--- config.mk ---
export PLATFORM = sky130hd
export DESIGN_NAME = la_scanctrl
export DESIGN_NICKNAME = d
export VERILOG_FILES = /design/src/rtl/la_scanctrl.sv
export SDC_FILE = /design/constraint.sdc
export NUM_CORES = 1
export LEC_CHECK = 0
export ABC_AREA = 0
export CORE_MARGIN = 2
export CORE_UTILIZATION = 35
export CTS_CLUSTER_SIZE = 10
export DETAILED_ROUTE_END_ITERATION = 10
export GPL_TIMING_DRIVEN = 1
export HOLD_SLACK_MARGIN = 0.08
export PLACE_DENSITY_LB_ADDON = 0.2
export SLEW_MARGIN = 20
export SYNTH_ARGS = -nofsm -noshare
export SYNTH_HDL_FRONTEND = slang
export SYNTH_SLANG_ARGS = --single-unit
--- constraint.sdc ---
create_clock -name clk -period 1.5 [get_ports clk]
set_input_delay 0.15 -clock clk [delete_from_list [all_inputs] [get_ports clk]]
set_output_delay 0.15 -clock clk [all_outputs]
set_load 0.02 [all_outputs]
--- src/rtl/la_scanctrl.sv ---
// -----------------------------------------------------------------------------
// la_scanctrl
//
// Scan-chain controller. On a start request in IDLE it latches an N-bit
// pattern. It then shifts that pattern into a scan chain, least-significant
// bit first, over N cycles. While it shifts, it collects the previous chain
// contents from the chain tail. An optional single functional capture cycle
// can follow the shift. The run ends with a one-cycle done pulse.
//
// Ports:
//   clk       - clock, all state updates on the rising edge
//   nreset    - asynchronous active-low reset
//   start     - run request, sampled only in IDLE
//   cap_en    - request one capture cycle after shifting (latched with start)
//   load_data - N-bit pattern to shift in (latched with start)
//   so        - scan-out from the chain tail flop (chain[0])
//   se        - scan enable to every flop in the chain
//   si        - scan-in to the chain head flop (chain[N-1])
//   result    - chain contents unloaded by the last completed shift,
//               bit i = old chain[i]
//   busy      - high in every state except IDLE
//   done      - single-cycle completion pulse
// -----------------------------------------------------------------------------
module la_scanctrl #(
    parameter int N    = 8,
    parameter     PROP = "DEFAULT"
) (
    input  logic         clk,
    input  logic         nreset,
    input  logic         start,
    input  logic         cap_en,
    input  logic [N-1:0] load_data,
    input  logic         so,
    output logic         se,
    output logic         si,
    output logic [N-1:0] result,
    output logic         busy,
    output logic         done
);

    localparam int CW = $clog2(N + 1);

    localparam logic [1:0] ST_IDLE    = 2'd0;
    localparam logic [1:0] ST_SHIFT   = 2'd1;
    localparam logic [1:0] ST_CAPTURE = 2'd2;
    localparam logic [1:0] ST_DONE    = 2'd3;

    localparam logic [CW-1:0] CNT_LAST = CW'(N - 1);

    logic [1:0]    state_q,  state_d;
    logic [N-1:0]  shreg_q,  shreg_d;
    logic [CW-1:0] cnt_q,    cnt_d;
    logic          cap_q,    cap_d;
    logic [N-1:0]  result_q, result_d;

    // The property string is carried for the integrator and not interpreted.
    logic unused_prop;
    assign unused_prop = (PROP == "DEFAULT");

    // Next shift-register value. The chain tail bit enters at the top. The
    // bit just presented on si drops out at the bottom. For N=1 the register
    // is replaced by so, because there is no upper slice to keep.
    logic [N-1:0] shift_next;
    generate
        if (N == 1) begin : g_shift_n1
            assign shift_next = so;
        end else begin : g_shift_nn
            assign shift_next = {so, shreg_q[N-1:1]};
        end
    endgenerate

    // NOTE: every variable gets a default before the case. Without these
    // defaults, a path that does not assign a variable would infer a latch.
    always_comb begin
        state_d  = state_q;
        shreg_d  = shreg_q;
        cnt_d    = cnt_q;
        cap_d    = cap_q;
        result_d = result_q;
        case (state_q)
            ST_IDLE: begin
                if (start) begin
                    shreg_d = load_data;
                    cap_d   = cap_en;
                    cnt_d   = '0;
                    state_d = ST_SHIFT;
                end
            end
            ST_SHIFT: begin
                shreg_d = shift_next;
                cnt_d   = cnt_q + 1'b1;
                if (cnt_q == CNT_LAST) begin
                    // Final shift edge. The last chain bit arrives on so now,
                    // so capture the unloaded word from the shifted value.
                    result_d = shift_next;
                    cnt_d    = '0;
                    state_d  = cap_q ? ST_CAPTURE : ST_DONE;
                end
            end
            ST_CAPTURE: state_d = ST_DONE;
            ST_DONE:    state_d = ST_IDLE;
            default:    state_d = ST_IDLE;
        endcase
    end

    // NOTE: sequential state uses non-blocking assignments only. All
    // registers then update together at the edge, independent of the order
    // of the statements.
    always_ff @(posedge clk or negedge nreset) begin
        if (!nreset) begin
            state_q  <= ST_IDLE;
            shreg_q  <= '0;
            cnt_q    <= '0;
            cap_q    <= 1'b0;
            result_q <= '0;
        end else begin
            state_q  <= state_d;
            shreg_q  <= shreg_d;
            cnt_q    <= cnt_d;
            cap_q    <= cap_d;
            result_q <= result_d;
        end
    end

    // Pin outputs decode from registered state and shreg_q[0] only, so they
    // cannot glitch. An asynchronous reset forces them low at once.
    assign se     = (state_q == ST_SHIFT);
    assign si     = (state_q == ST_SHIFT) & shreg_q[0];
    assign busy   = (state_q != ST_IDLE);
    assign done   = (state_q == ST_DONE);
    assign result = result_q;

endmodule

# Word level (Yosys, flattened, before mapping)
# Cells that the tools add are included.
[word_totals]
reg_bits = 23
output_inout_bits = 12
[op_classes]
add_sub_neg = 1
eq_ne = 6
mux = 9
bitwise = 1
reduce_logical = 7
[op_table]
columns = ["operator", "count"]
rows = [
  ["one-hot mux 8 bit (2 select lines)", 1],
  ["two-way mux 4 bit", 2],
  ["two-way mux 8 bit", 1],
  ["one-hot mux 2 bit (4 select lines)", 1],
  ["one-hot mux 4 bit (2 select lines)", 1],
  ["AND reduction 2 bit", 4],
  ["adder 4 x 1 -> 4 bit, second input constant", 1],
  ["equality test 2 bit, second input constant", 2],
  ["equality test 4 x 3 -> 1 bit, second input constant", 1],
  ["two-way mux 2 bit", 2],
  ["nonzero test 2 bit", 2],
  ["equality test 2 x 1 -> 1 bit, second input constant", 1],
  ["logical NOT 2 bit", 1],
  ["!= test 2 x 1 -> 1 bit, second input constant", 1],
  ["!= test 2 bit, second input constant", 1],
  ["AND 1 bit", 1],
  ["two-way mux 1 bit", 1],
]

# Logic depth before layout (Yosys ltp)
# Gate-level depths: netlist of run 1.
[logic_depth]
ltp_word = 3
depth_mapped = 7

# Worst setup path before layout of run 1
# OpenSTA, ideal clock, no wires.
[synth_timing]
path_type = "reg-to-reg"
startpoint = "register state_q[0]"
endpoint = "register state_q[1]"
t_arrival_ns = 1.415
t_required_ns = 1.375
path_slack_ns = -0.040
path_stages_with_launch = 5
path_buffers = 1
synth_period_minus_slack_ns = 1.540
cell_sequence = "dfrtp_1 > ha_1 > buf_6 > a21oi_1 > mux2_2"
[synth_via]
elab_chain_cells = 3
word_cells_on_any_way = 8
classes_between = "eq/ne (5); mux (1); reduce/logical (2)"
[synth_rtl]
columns = ["element", "line", "text"]
rows = [
  ["start, declared", "50", "logic [1:0] state_q, state_d;"],
  ["start signal, assigned", "117", "state_q <= state_d;"],
  ["equality test 2 x 1 -> 1 bit (*)", "--", ""],
  ["via se", "34", "output logic se,"],
  ["!= test 2 x 1 -> 1 bit (no line)", "--", ""],
  ["AND reduction 2 bit (no line)", "--", ""],
]
# Mark *: on every way through the listed nets, which the timed path passes. The rest lies on a longest branch.
# A chain may end at the register's enable or synchronous reset.

# Final worst setup path of run 1
[layout_timing]
startpoint = "register cnt_q[0]"
endpoint = "register result_q[7], in the netlist result[7]"
[layout_via]
elab_chain_cells = 2
[layout_rtl]
columns = ["element", "line", "text"]
rows = [
  ["start, declared", "52", "logic [CW-1:0] cnt_q, cnt_d;"],
  ["start signal, assigned", "119", "cnt_q <= cnt_d;"],
  ["equality test 4 x 3 -> 1 bit", "92", "if (cnt_q == CNT_LAST) begin"],
  ["AND reduction 2 bit (no line)", "--", ""],
  ["end signal, assigned", "121", "result_q <= result_d;"],
  ["end, declared", "54", "logic [N-1:0] result_q, result_d;"],
]
# No other way between the ends.

==> results by group, run 1 <==
Status
  • Outcome: completed

Floorplanning
  • Core area: 3080 µm²
  • Die Span Y: 61.2 µm
  • Chip Width: 61.2 µm
  • I/O pins: 25
  • Die area: 3750 µm²
  • Rows: 20
  • Initial core utilization: 0.372

CTS
  • Clk sinks: 23
  • TritonCTS clock tree: done
  • CTS buffer count: 3
  • Root Buffer: clkbuf_4
  • Worst skew pair latency: 0.31 ns
  • Htree depth: 1
  • CTS Buffer Depth: 2
  • Worst-path clk slew: 0.12 ns

Logic synthesis
  • Top cell type's share of synthesized area: 0.502
  • Yosys top cell by area: dfrtp_1
  • Top cells by count, synth: 23 x dfrtp_1, 12 x nand2_1, 10 x mux2_2, 8 x mux2i_1, 8 x o21ai_0
  • Synth Instances: 97
  • Syn. warnings: 0
  • Synth top area cells: dfrtp_1 50%, mux2_2 9.8%, mux2i_1 7.0%
  • Ys flop type: dfrtp_1
  • Syn Area/Cell: 11.8 µm²
  • Cell variety after synth: 26
  • Count leader, synth: dfrtp_1
  • Register bit total from synthesis: 23
  • Netlist Area Pre-Place: 1150 µm²
  • Register area share after synthesis: 0.502
  • Fraction of registers with async set or reset after synthesis: 1.00
  • Syn Nets: 114
  • EDFF count, synth: 0

Power
  • Switching share of power: 0.377
  • Total power: 2.85 mW
  • Sequential share of power: 0.352
  • Combinational share of power: 0.546
  • Pwr Density: 1780 nW/µm²
  • Static leakage: 0.728 nW
  • Power share of the clock group: 0.101
  • Internal power: 1.78 mW
  • VDD IR max: 0.673 mV
  • Switching power: 1.08 mW

STA
  • Unrepaired setup endpoints after global routing: true
  • Max frequency: 0.684 GHz
  • Setup Viol. Count Final: 0
  • Worst slew pin tran: 0.300 ns
  • Post-Route Skew: 0.00193 ns
  • Total negative slack: 0 ns
  • Final hold vios: 0
  • WHS: 0.179 ns
  • Slew HR: 0.800
  • Max Slew Vio Count: 0
  • Final period util: 0.975
  • Final min period: 1.46 ns

Final layout
  • Footprint of the multi-input gates: 578 µm²
  • Finished Layout Cells: 181
  • Fillers: 295
  • Final #Nets: 155
  • Post-Route Utilization: 0.522
  • Reg area: 576 µm²
  • Area grow syn2layout: 40.1%
  • Share of cells above drive strength 1: 0.328
  • Number of diodes: 0

Placement
  • Cells after DPL: 174
  • Final Wtd Congestion: 0.734
  • HPWL Detailed: 1.65 mm
  • Port Buffers: 24

Critical path
  • Worst Path Arrival: 1.67 ns
  • Worst r2r path cells: 4
  • Flop2flop setup slack: 0.04 ns
  • Reg2reg end: result[7]
  • Kind of critical path: flop to flop
  • Reg-to-Reg Start: cnt_q[0]
  • CP Capture Type: flop
  • Critical Path Start Type: flop
  • CP Max Fanout: 8
  • Req. time, crit path: 1.71 ns

Detailed routing
  • Routed vias/inst: 4.66
  • Pre-antenna DRT Iters: 3
  • Routed Wire Length: 2.37 mm
  • WL per Instance: 13.1 µm
  • DRT antenna net count: 0
  • # DRC: 0
  • Initial DRC count: 15
  • Vias: 843

GRT
  • Largest net degree at the start of global routing: 24
  • Grt total ovfl: 0
  • Vias in the first global route: 847
  • GRT Total Usage: 0.144
  • Initial antenna violation count: 0
  • First-pass GRT wire length: 3.95 mm

Job
  • Max Cap Viol: 0

Min path
  • Hold Crit Class: input pin to async pin
what timing repair did:
| action | in CTS | in global routing |
|---|---|---|
| hold buffers | 0 | 0 |
| buffers inserted | 2 | 1 |
| setup endpoints to repair | 16 | 15 |
| gates resized for setup | 12 | 18 |
| pin swaps | 1 | 1 |
layer usage:
metal / vias up / wire length, µm / track usage
met5: - / 0 / 0
met1: 403 / 1140 / 0.190
met2: 15 / 1120 / 0.237
met4: 0 / 17 / 0.0373
li1: 423 / - / -
met3: 2 / 88 / 0.0378
through the flow:
step	instance area [µm²]	setup slack [ns]
global route	1610	-0.00933
floorplan	1160	0.0299
CTS	1560	-0.116
global placement	1510	-0.0129
detailed placement	1510	-0.0404
finish	1610	0.0376
kinds of logic (layout without fill, tap and decap cells):
kind of cell	after synthesis	in the layout	synth area share
AOI/OAI and AO/OA	16	16	0.0906
and+or+nand+nor	28	28	0.132
adders and majority gates	4	4	0.0437
DFF	23	23	0.502
muxes	19	19	0.188
buffers and inverters	7	47	0.0437
placed cells by master, fill, tap and decap left out, drive strengths merged:
master         synthesis  layout
and3                   1       1
nand2b                 1       1
nand4b                 1       1
nand3                  3       3
buf                    4      19
dlymetal6s2s           0       1
and3b                  1       1
clkdlybuf4s50          0      19
a211o                  1       1
a2111oi                1       1
clkbuf                 0       5
o21ai                 10      10
nor2b                  1       1
a32o                   1       1
o2111ai                1       1
nor2                   3       3
ha                     4       4
mux2                  10      10
a21oi                  2       2
and2                   1       1
nand2                 13      13
dfrtp                 23      23
mux2i                  9       9
inv                    3       3
nand3b                 3       3
how the worst max path moves through the flow:
stage,start,to,cells after the start
6_report,cnt_q[0],result[7],4
5_1_grt,state_q[0],state_q[0],6
4_1_cts,state_q[0],busy,4
3_5_place_dp,state_q[1],shreg_q[0],6
3_3_place_gp,state_q[1],shreg_q[0],6
2_1_floorplan,state_q[0],state_q[1],6
power groups by stage:
stage          sequential, mW  combinational, mW  clock (mW)
2_1_floorplan            1.03              0.891           0
3_3_place_gp            0.994               1.41           0
3_5_place_dp             1.00               1.45           0
4_1_cts                 0.986               1.49       0.298
5_1_grt                  1.04               1.74       0.327
6_report                 1.01               1.56       0.289
critical path, stage by stage, from the launching register on:
cell and delay (ns):
dfrtp_1 0.43, ha_4 0.19, and3b_2 0.24, nand2_4 0.16
mux2_2 0.35
registers in the layout (all words and copies together), names as in the netlist:
register and count:
cap_q 1, shreg_q 8, state_q 2, result 8
cnt_q 4
layout make-up:
| cell class | instances | area share |
|---|---|---|
| Timing Repair Buffer | 40 | 0.224 |
| Sequential cell | 23 | 0.359 |
| Tap cell | 44 | 0.0343 |
| Clock buffer | 4 | 0.0164 |
| Multi-Input combinational cell | 67 | 0.360 |
| Inverter | 3 | 0.00701 |
Power figures use the tool's default switching activity.
==> run 2, diff against run 1 <==
--- a/config.mk
+++ b/config.mk
@@ -6,10 +6,12 @@
 export NUM_CORES = 1
 export LEC_CHECK = 0
 export ABC_AREA = 0
+export CAP_MARGIN = 20
 export CORE_MARGIN = 2
 export CORE_UTILIZATION = 35
 export CTS_CLUSTER_SIZE = 10
 export DETAILED_ROUTE_END_ITERATION = 10
+export GPL_ROUTABILITY_DRIVEN = 0
 export GPL_TIMING_DRIVEN = 1
 export HOLD_SLACK_MARGIN = 0.08
 export PLACE_DENSITY_LB_ADDON = 0.2
==> results of run 2 <==
Same layout as run 1: the final DEF is identical, and so are final timing and power.
